===== src/rtl/dot_driver_array_if.sv =====
// dot_driver_array_if
//   Groups the sequencer-to-driver signals of dot_driver_array into one bundle.
//
//   Parameters:
//     NUM_DOTS : number of independent channels
//     CNT_W    : width of the pulse-length and dead-time values
//
//   master modport (sequencer core side):
//     drives  dot_enable, output_enable, dot_state, dot_invert, fire,
//             pulse_len, dead_len
//     samples data, enable, busy, done
//   slave modport (driver array side): the same signals, opposite directions.
interface dot_driver_array_if #(
    parameter int NUM_DOTS = 8,
    parameter int CNT_W    = 12
);
    logic [NUM_DOTS-1:0] dot_enable;
    logic                output_enable;
    logic [NUM_DOTS-1:0] dot_state;
    logic [NUM_DOTS-1:0] dot_invert;
    logic [NUM_DOTS-1:0] fire;
    logic [CNT_W-1:0]    pulse_len;
    logic [CNT_W-1:0]    dead_len;
    logic [NUM_DOTS-1:0] data;
    logic [NUM_DOTS-1:0] enable;
    logic [NUM_DOTS-1:0] busy;
    logic [NUM_DOTS-1:0] done;

    modport master (
        output dot_enable, output_enable, dot_state, dot_invert, fire,
               pulse_len, dead_len,
        input  data, enable, busy, done
    );

    modport slave (
        input  dot_enable, output_enable, dot_state, dot_invert, fire,
               pulse_len, dead_len,
        output data, enable, busy, done
    );
endinterface


===== src/rtl/dot_driver_array.sv =====
// dot_driver_array
//   Multi-channel micro-motor dot driver. Each channel drives a registered
//   polarity line (data) and a timed drive-enable pulse (enable) of
//   pulse_len cycles, started by a one-cycle fire strobe. With the optional
//   dead-time feature, a polarity reversal first spends dead_len cycles with
//   enable held low, so the H-bridge never changes polarity while enabled.
//
//   Compile-time option:
//     DOT_DRIVER_DEADTIME_EN : when defined, the DEAD state and dead-time
//                              logic are built; otherwise dead_len is ignored
//                              and every accepted fire goes straight to DRIVE.
//
//   Ports:
//     clock : rising-edge clock for every register
//     reset : synchronous, active-high reset
//     bus   : dot_driver_array_if.slave
//             in  dot_enable[N], output_enable, dot_state[N], dot_invert[N],
//                 fire[N], pulse_len[CNT_W], dead_len[CNT_W]
//             out data[N], enable[N], busy[N], done[N]
module dot_driver_array #(
    parameter int NUM_DOTS = 8,
    parameter int CNT_W    = 12
) (
    input  logic               clock,
    input  logic               reset,
    dot_driver_array_if.slave  bus
);

`ifdef DOT_DRIVER_DEADTIME_EN
    typedef enum logic [1:0] {IDLE = 2'd0, DEAD = 2'd1, DRIVE = 2'd2} state_t;
`else
    typedef enum logic [1:0] {IDLE = 2'd0, DRIVE = 2'd2} state_t;
`endif

    // Counters never wrap: decrementing an empty counter leaves it at zero.
    function automatic logic [CNT_W-1:0] cnt_dec(input logic [CNT_W-1:0] v);
        return (v == '0) ? '0 : v - CNT_W'(1);
    endfunction

    state_t              state_q [NUM_DOTS];
    state_t              state_d [NUM_DOTS];
    logic [CNT_W-1:0]    cnt_q   [NUM_DOTS];
    logic [CNT_W-1:0]    cnt_d   [NUM_DOTS];
`ifdef DOT_DRIVER_DEADTIME_EN
    // Pulse length and target are held across the dead interval.
    logic [CNT_W-1:0]    plen_q  [NUM_DOTS];
    logic [CNT_W-1:0]    plen_d  [NUM_DOTS];
    logic [NUM_DOTS-1:0] tgt_q;
    logic [NUM_DOTS-1:0] tgt_d;
    logic [NUM_DOTS-1:0] need_dead;
`endif

    logic [NUM_DOTS-1:0] data_q;
    logic [NUM_DOTS-1:0] data_d;
    logic [NUM_DOTS-1:0] enable_q;
    logic [NUM_DOTS-1:0] enable_d;
    logic [NUM_DOTS-1:0] done_q;
    logic [NUM_DOTS-1:0] done_d;

    logic [NUM_DOTS-1:0] idle;
    logic [NUM_DOTS-1:0] cnt_one;
    logic [NUM_DOTS-1:0] tgt_in;
    logic [NUM_DOTS-1:0] accept;
    logic                len_ok;

    assign tgt_in = bus.dot_state ^ bus.dot_invert;
    assign len_ok = (bus.pulse_len != '0);

    for (genvar g = 0; g < NUM_DOTS; g++) begin : g_dec
        assign idle[g]    = (state_q[g] == IDLE);
        assign cnt_one[g] = (cnt_q[g] == CNT_W'(1));
    end

    // A zero pulse length makes the strobe invisible: no state change at all.
    assign accept = bus.fire & bus.dot_enable & idle & {NUM_DOTS{len_ok}};

`ifdef DOT_DRIVER_DEADTIME_EN
    // Dead time is only inserted when the polarity actually reverses.
    assign need_dead = (tgt_in ^ data_q) & {NUM_DOTS{bus.dead_len != '0}};
`else
    logic unused_dead_len;
    assign unused_dead_len = ^bus.dead_len;
`endif

    // ---- next-state logic ----
    always_comb begin
        for (int i = 0; i < NUM_DOTS; i++) begin
            state_d[i] = state_q[i];
            cnt_d[i]   = cnt_q[i];
`ifdef DOT_DRIVER_DEADTIME_EN
            plen_d[i]  = plen_q[i];
            tgt_d[i]   = tgt_q[i];
`endif
            case (state_q[i])
                IDLE: begin
                    if (accept[i]) begin
                        state_d[i] = DRIVE;
                        cnt_d[i]   = bus.pulse_len;
`ifdef DOT_DRIVER_DEADTIME_EN
                        plen_d[i]  = bus.pulse_len;
                        tgt_d[i]   = tgt_in[i];
                        if (need_dead[i]) begin
                            state_d[i] = DEAD;
                            cnt_d[i]   = bus.dead_len;
                        end
`endif
                    end
                end
`ifdef DOT_DRIVER_DEADTIME_EN
                DEAD: begin
                    if (!bus.dot_enable[i]) begin
                        state_d[i] = IDLE;
                        cnt_d[i]   = '0;
                    end else if (cnt_one[i]) begin
                        state_d[i] = DRIVE;
                        cnt_d[i]   = plen_q[i];
                    end else begin
                        cnt_d[i]   = cnt_dec(cnt_q[i]);
                    end
                end
`endif
                DRIVE: begin
                    // Abort wins over completion: no done on an aborted pulse.
                    if (!bus.dot_enable[i]) begin
                        state_d[i] = IDLE;
                        cnt_d[i]   = '0;
                    end else if (cnt_one[i]) begin
                        state_d[i] = IDLE;
                        cnt_d[i]   = cnt_dec(cnt_q[i]);
                    end else begin
                        cnt_d[i]   = cnt_dec(cnt_q[i]);
                    end
                end
                default: begin
                    state_d[i] = IDLE;
                    cnt_d[i]   = '0;
                end
            endcase
        end
    end

    // ---- output logic (values registered on the next edge) ----
    always_comb begin
        data_d   = data_q;
        enable_d = '0;
        done_d   = '0;
        for (int i = 0; i < NUM_DOTS; i++) begin
            case (state_q[i])
                IDLE: begin
                    if (accept[i]) begin
                        // dot_enable is known high here, so only the mask matters.
                        data_d[i]   = tgt_in[i];
                        enable_d[i] = bus.output_enable;
`ifdef DOT_DRIVER_DEADTIME_EN
                        if (need_dead[i]) begin
                            data_d[i]   = data_q[i];
                            enable_d[i] = 1'b0;
                        end
`endif
                    end
                end
`ifdef DOT_DRIVER_DEADTIME_EN
                DEAD: begin
                    if (bus.dot_enable[i] && cnt_one[i]) begin
                        data_d[i]   = tgt_q[i];
                        enable_d[i] = bus.output_enable;
                    end
                end
`endif
                DRIVE: begin
                    if (bus.dot_enable[i]) begin
                        if (cnt_one[i]) begin
                            done_d[i]   = 1'b1;
                        end else begin
                            enable_d[i] = bus.output_enable;
                        end
                    end
                end
                default: begin
                    enable_d[i] = 1'b0;
                end
            endcase
        end
    end

    // ---- state / output register stage ----
    always_ff @(posedge clock) begin
        if (reset) begin
            for (int i = 0; i < NUM_DOTS; i++) begin
                state_q[i] <= IDLE;
                cnt_q[i]   <= '0;
`ifdef DOT_DRIVER_DEADTIME_EN
                plen_q[i]  <= '0;
`endif
            end
`ifdef DOT_DRIVER_DEADTIME_EN
            tgt_q    <= '0;
`endif
            data_q   <= '0;
            enable_q <= '0;
            done_q   <= '0;
        end else begin
            for (int i = 0; i < NUM_DOTS; i++) begin
                state_q[i] <= state_d[i];
                cnt_q[i]   <= cnt_d[i];
`ifdef DOT_DRIVER_DEADTIME_EN
                plen_q[i]  <= plen_d[i];
`endif
            end
`ifdef DOT_DRIVER_DEADTIME_EN
            tgt_q    <= tgt_d;
`endif
            data_q   <= data_d;
            enable_q <= enable_d;
            done_q   <= done_d;
        end
    end

    assign bus.data   = data_q;
    assign bus.enable = enable_q;
    assign bus.done   = done_q;
    assign bus.busy   = ~idle;

endmodule

===== src/flat_wrapper.sv =====
// flat-port wrapper written by rule: the top's interface ports become plain ports
module dot_driver_array_flat 
#(
    parameter int NUM_DOTS = 8,
    parameter int CNT_W    = 12
)
  (clock, reset, bus_dot_enable, bus_output_enable, bus_dot_state, bus_dot_invert, bus_fire, bus_pulse_len, bus_dead_len, bus_data, bus_enable, bus_busy, bus_done);
  dot_driver_array_if #(.NUM_DOTS(NUM_DOTS), .CNT_W(CNT_W)) bus_i ();
  input  logic clock;
  input  logic reset;
  input wire logic [$bits(bus_i.dot_enable)-1:0] bus_dot_enable;
  input wire logic [$bits(bus_i.output_enable)-1:0] bus_output_enable;
  input wire logic [$bits(bus_i.dot_state)-1:0] bus_dot_state;
  input wire logic [$bits(bus_i.dot_invert)-1:0] bus_dot_invert;
  input wire logic [$bits(bus_i.fire)-1:0] bus_fire;
  input wire logic [$bits(bus_i.pulse_len)-1:0] bus_pulse_len;
  input wire logic [$bits(bus_i.dead_len)-1:0] bus_dead_len;
  output wire logic [$bits(bus_i.data)-1:0] bus_data;
  output wire logic [$bits(bus_i.enable)-1:0] bus_enable;
  output wire logic [$bits(bus_i.busy)-1:0] bus_busy;
  output wire logic [$bits(bus_i.done)-1:0] bus_done;
  assign bus_i.dot_enable = bus_dot_enable;
  assign bus_i.output_enable = bus_output_enable;
  assign bus_i.dot_state = bus_dot_state;
  assign bus_i.dot_invert = bus_dot_invert;
  assign bus_i.fire = bus_fire;
  assign bus_i.pulse_len = bus_pulse_len;
  assign bus_i.dead_len = bus_dead_len;
  assign bus_data = bus_i.data;
  assign bus_enable = bus_i.enable;
  assign bus_busy = bus_i.busy;
  assign bus_done = bus_i.done;
  dot_driver_array #(.NUM_DOTS(NUM_DOTS), .CNT_W(CNT_W)) u_core (.clock(clock), .reset(reset), .bus(bus_i));
endmodule

===== config.mk =====
export PLATFORM = sky130hd
export DESIGN_NAME = dot_driver_array_flat
export DESIGN_NICKNAME = d
export VERILOG_FILES = /design/src/rtl/dot_driver_array_if.sv /design/src/rtl/dot_driver_array.sv /design/src/flat_wrapper.sv
export SDC_FILE = /design/constraint.sdc
export NUM_CORES = 1
export LEC_CHECK = 0
export BUFFER_PORTS_ARGS = -buffer_cell sky130_fd_sc_hd__buf_2
export CELL_PAD_IN_SITES_DETAIL_PLACEMENT = 1
export CELL_PAD_IN_SITES_GLOBAL_PLACEMENT = 2
export CORE_ASPECT_RATIO = 1.1
export CORE_MARGIN = 1.5
export CORE_UTILIZATION = 36
export DETAILED_ROUTE_END_ITERATION = 8
export PLACE_DENSITY = 0.86
export SKIP_LAST_GASP = 1
export SYNTH_ARGS = -nofsm -noshare
export SYNTH_HDL_FRONTEND = slang
export SYNTH_SLANG_ARGS = --single-unit

===== constraint.sdc =====
create_clock -name clock -period 2.3 [get_ports clock]
set_input_delay 0.23 -clock clock [delete_from_list [all_inputs] [get_ports clock]]
set_output_delay 0.23 -clock clock [all_outputs]
set_load 0.02 [all_outputs]

==> impl_results.md, run 1 <==
* Post-layout min period at 2140 ps
* CTS tree: done
* Setup Buffers After CTS at 0
* FMAX at 467 MHz
* Area grow syn2layout at 21.7%
* Commonest non-fill, non-tap cell in the layout: dfxtp_1
* Post-synth ARST share at 0
* Worst slack, placed at 7.23 ps
* Largest net degree at the start of global routing at 53
* Required time of the critical path at 2630 ps
* Share of the synthesized area in the top cell type at 0.327
* Synth Register Bits at 128
* Drt via density at 6.15
* Clock sinks at 128
* First-pass GRT wire length at 46,300 um
* Final setup viols at 0
* GP Congestion at 0.868
* Site Rows at 56
* Root Driver: clkbuf_16
* Most used DFF post-synth: dfxtp_1
* Fin. max-slew vios at 0
* IO Port Bufs at approximately 80
* Mean Syn Cell Area at ~8.4 sq um
* Wire length per cell at 21.3 um
* Layout Utilization at 0.446
* Most frequent cells in the layout: dfxtp_1, buf_2, buf_4
* Worst slew margin at 0.428
* Delay-heaviest family, CP: compound AO/OA/AOI/OAI gates
* Placeable Area at 21,400 sq um
* H-tree Lvls at 4
* Leading area contributor after synthesis: dfxtp_1
* Status: finished clean
* Post-route cell area at 9540 sq um
* Inserted Clock Buffers at 17
* Period utilization at 0.931
* Slowest cell on crit path: or3b_2
* Total GRT Usage at 0.264
* Yosys warns at 0
* Starting density of the core at 0.367
* M3 GR Usage at 0.0442
* Vias in the first global route at 8,483
* TritonRoute pass-1 iters at 6
* Tot Pwr at 7.28 mW
* Iter 0 DRT Violations at 544
* WP data arrival at 2470 ps
* Fin Clk Skew at between 6 and 7 ps
* Detail Placement HPWL at slightly above 20,000 um
* Post-route DRC at 0
* Crit. End Element: register
* Peak supply drop at 0.000516 V
* Hold Buf Count CTS at 0
* I/O pins at 91
* Max_cap viols at 0
* GRT met1 Usage at 0.330
* Chip height at 158 um
* Slew @ Worst Pin at 847 ps
* Nature of the critical path startpoint: register
* Gr busiest metal: met2
* EDFF count, synth at 0
* Syn Inst Count at 939
* Max incr delay on CP at 510 ps
* Via Count at 8,351
* Setup CP Type: register to register
* Initial antenna violation count at 1
* Syn Nets at 1,015
* Netlist cell types at 81
* Final nets at roughly 1,100
* Power density over cell area at between 700 and 800 nW/um^2
* Buffers and inverters on the worst path at 1
* RSZ-0062 raised after global routing: true
* Total wire length at 28,900 um
* Clock buffer depth at 2
* Layout fillers at 2,576
* Clock transition at path regs at about 60 ps
* DRT antenna net count at 0
* Synth top area cells: dfxtp_1, nor2_1, a32oi_1
* Largest fanout on the critical path at 5
* Sequence of cells on the critical path: inv_1 -> ha_1 -> or3b_2 -> a2111oi_2 -> a22oi_1 -> o32ai_1
* Grt ovf at 0
* Hold Path Class: input pin to register
* Met2 global-route usage at 0.447
* Post-Syn Area at 7840 sq um
* Post-synthesis sequential area ratio at 0.327
* Die width at 144 um
* Share of layout cells above drive strength 1 at 0.209
* Post-route setup slack at 159 ps
* Die area at 22,700 sq um
* Dpl cell area at between 8000 and 9000 sq um
* Final hold vios at 0
* Clock latency at the later pin of the worst-skew pair at 430 ps
* P_leak at roughly 3.6 nW
-- where the power goes --
part / total, mW / leakage, nW / switching [mW] / internal, mW
Clock: 2.91 / 0.298 / 1.10 / 1.81
Combinational: 1.82 / 2.29 / 1.06 / 0.758
Sequential: 2.56 / 1.05 / 0.194 / 2.37
-- kinds of logic (layout without fill, tap and decap cells) --
group | after synthesis | count (layout) | share of synthesized area
xor+xnor | 20 | 20 | 0.0223
fa+ha+maj | 17 | 17 | 0.0271
mux | 8 | 8 | 0.0102
compound gates | 317 | 317 | 0.315
buf+inv | 103 | 230 | 0.0589
other cells | 0 | 1 | 0
simple gates | 346 | 346 | 0.240
flops | 128 | 128 | 0.327
-- sequential cells by signal, indices dropped and copies added, names as in the netlist --
name,flops
u_core.bus.enable,8
u_core.bus.data,8
u_core.cnt_q,96
u_core.bus.done,8
u_core.state_q,8
-- synthesized netlist by cell type, types with 9 or more instances --
cell type and count:
clkbuf_1 41, nand3_1 31, o22ai_1 23, a21o_1 11
or4_1 16, inv_1 42, o31ai_1 9, nand2_1 62
a32oi_1 28, o21ai_0 23, nor3b_1 13, a211oi_1 9
nor2b_1 9, nand2b_1 9, a41oi_1 9, nor2_1 68
xnor2_1 13, o221ai_1 13, nor4_1 25, or3_1 12
o32ai_1 18, dfxtp_1 128, nand4_1 15, a31oi_1 28
a21oi_1 42, a22oi_1 22, nor3_1 34, ha_1 17
-- path summary, 6_finish.rpt --
check | from | endpoint | slack, ps | cells past startpoint
min | bus_dot_state[1] | u_core.bus.data[1] | 100 | 3
max reg2reg | u_core.cnt_q[0][73] | u_core.cnt_q[0][78] | 160 | 6
min reg2reg | u_core.cnt_q[0][7] | u_core.cnt_q[0][7] | 480 | 2
max | u_core.cnt_q[0][73] | u_core.cnt_q[0][78] | 160 | 6
-- through the flow --
stage,TNS [ps],hold WS (ps),cells
after floorplan,0,380,939
after global routing,-1.97,99.4,1356
final,0,96.5,1357
after CTS,0,84.5,1356
after detailed placement,0,470,1324
after global placement,0,457,1324
-- final cells by class --
| cell class | instances | area (sq um) | area share |
|---|---|---|---|
| multi-input cells | 708 | 4830 | 0.507 |
| clock buffers | 17 | 425 | 0.0446 |
| inverters | 43 | 161 | 0.0169 |
| clock inverters | 15 | 194 | 0.0203 |
| well taps | 290 | 363 | 0.0380 |
| diodes | 1 | 2.50 | 0.000262 |
| flip-flops and latches | 128 | 2560 | 0.269 |
| repair buffers | 155 | 996 | 0.104 |
-- worst register-to-register path, delay by kind of cell, from the launching register on --
kind | cells | cell delay [ps]
AO/OA/AOI/OAI | 3 | 860
AND/OR/NAND/NOR | 1 | 510
flip-flops | 1 | 330
adder cells (fa/ha/maj) | 1 | 240
buffers and inverters | 1 | 110
-- metal layers --
metal / up-vias / wire [um] / share of wire
met5: - / 0 / 0
met3: 60 / 1440 / 0.050
met4: 0 / 879 / 0.030
li1: 3935 / - / -
met2: 233 / 13900 / 0.48
met1: 4123 / 12800 / 0.44
-- repair_timing --
action	in CTS	in global routing
endpoints found under the setup margin	1	7
pin swaps	0	0
gates resized for setup	1	3
Power figures use the tool's default switching activity.
==> run 2, diff against run 1 <==
Settings changed: REMOVE_ABC_BUFFERS set to 1.
==> impl_results.md, run 2 (synthesis gave the netlist of run 1 again) <==
* Status: finished clean
* Required time of the critical path at between 2000 and 3000 ps
* Buffers and inverters on the worst path at 2
* Max_cap viols at 0
* Vias in the first global route at ~8,400
* Largest fanout on the critical path at 5
* Via Count at 8,427
* Fin Setup TNS at 0 ps
* Total GRT Usage at 0.266
* Reg power frac at 0.344
* Placeable Area at ~21,000 sq um
* Nature of the critical path startpoint: register
* First-pass GRT wire length at approximately 47,000 um
* Final hold vios at 0
* Total wire length at 29,500 um
* GP Congestion at 0.880
* Internal Pwr Total at approximately 5 mW
* Period utilization at 0.960
* Peak supply drop at 0.000501 V
* Worst slew margin at 0.448
* Initial antenna violation count at 0
* Delay-heaviest family, CP: compound AO/OA/AOI/OAI gates
* H-tree Lvls at 4
* Root Driver: clkbuf_16
* Final setup viols at 0
* Clock transition at path regs at approximately 60 ps
* Slowest cell on crit path: or3b_2
* Inserted Clock Buffers at 17
* Post-layout min period at 2210 ps
* Hold_ws at 104 ps
* Share of layout cells above drive strength 1 at 0.215
* I/O pins at 91
* Chip height at 158 um
* Fin. max-slew vios at 0
* Most frequent cells in the layout: dfxtp_1, buf_4, buf_2
* Tot Pwr at 7.44 mW
* Power density over cell area at 773 nW/um^2
* Clock latency at the later pin of the worst-skew pair at 430 ps
* Die width at 144 um
* IO Port Bufs at 78
* Top reg by flops: u_core.cnt_q
* Crit. End Element: register
* Fin cells at 1,364
* Final nets at 1,137
* Comb pwr share at 0.248
* Sequence of cells on the critical path: inv_1 -> ha_2 -> or3b_2 -> a2111oi_4 -> buf_4 -> a21oi_1 -> o32ai_1
* Layout Utilization at 0.451
* Sw Ratio at 0.317
* Switching power total at between 2 and 2.5 mW
* # diodes at 0
* Site Rows at 56
* Total placed cells including tap cells at 1,332
* Clock share of power at 0.408
* P_leak at approximately 3.7 nW
* Setup CP Type: register to register
* Max reg flops at 96
* Layout fillers at approximately 2,600
* Iter 0 DRT Violations at 533
* CTS tree: done
* Post-route DRC at 0
* Drt via density at approximately 6.2
* Wire length per cell at 21.6 um
* Hold Path Class: input pin to register
* Fin Clk Skew at 8.17 ps
* Die area at 22,700 sq um
* Commonest non-fill, non-tap cell in the layout: dfxtp_1
* Clock buffer depth at 2
* Clock sinks at 128
* Grt ovf at 0
* FMAX at between 400 and 500 MHz
* Starting density of the core at 0.367
* Area grow syn2layout at 22.8%
* Largest net degree at the start of global routing at 42
* TritonRoute pass-1 iters at 5
* Max incr delay on CP at 530 ps
* DRT antenna net count at 0
* Setup slack, reg-to-reg at 90 ps
* WP data arrival at ~2500 ps
* Slew @ Worst Pin at 824 ps
* Detail Placement HPWL at 21,000 um
-- run 2: changes by cell type in the layout (fill, tap and decap cells not counted) --
cell and delta:
a2111oi_2 -1, a2111oi_4 +1, buf_12 -1, buf_4 +9
bufinv_16 +1, clkbuf_8 +1, clkinv_2 -2, diode_2 -1
ha_1 -1, ha_2 +1, nor3b_1 +1, nor3b_2 -1
-- run 2: repair_timing --
action	4_1_cts	5_1_grt
hold buffers	0	0
setup buffers	0	0
resized for setup	1	4
endpoints found under the setup margin	1	7
-- run 2: power by group through the flow --
stage | registers, mW | logic, mW | clock network [mW]
3_3_place_gp | 2.59 | 1.76 | 0
5_1_grt | 2.58 | 2.01 | 3.17
4_1_cts | 2.55 | 1.82 | 3.08
2_1_floorplan | 2.58 | 1.08 | 0
3_5_place_dp | 2.60 | 1.80 | 0
6_report | 2.56 | 1.85 | 3.04
-- run 2: cell type report --
class | count | area [sq um] | area share
Multi-Input combinational cell | 708 | 4840 | 0.503
Clock inverter | 14 | 214 | 0.0222
Clock buffer | 18 | 439 | 0.0456
Inverter | 43 | 161 | 0.0168
Sequential cell | 128 | 2560 | 0.266
Timing Repair Buffer | 163 | 1040 | 0.108
Tap cell | 290 | 363 | 0.0377
-- run 2: stage by stage --
stage               setup slack (ps)  area, sq um
floorplan                       84.4         7540
global placement                61.0         8950
detailed placement              49.2         8950
CTS                             7.02         9600
global route                   -4.00         9630
finish                          91.9         9630
-- run 2: path summary, 6_finish.rpt --
kind,startpoint,end,depth (start not counted)
setup / recovery,u_core.cnt_q[0][73],u_core.cnt_q[0][76],7
hold / removal,bus_dot_state[2],u_core.bus.data[2],3
setup reg to reg,u_core.cnt_q[0][73],u_core.cnt_q[0][76],7
hold reg to reg,u_core.cnt_q[0][7],u_core.cnt_q[0][7],2
-- run 2: layer usage --
metal,global-route usage,wire length (um),vias to the layer above
met2,0.441,14200,204
met1,0.349,13300,4217
met4,0.100,847,0
li1,-,-,3957
met5,0,0,-
met3,0.0372,1180,49
-- run 2: tightest hold or removal path: stages --
cell and delay (ps):
buf_2 80, xnor2_1 110, a211oi_1 60
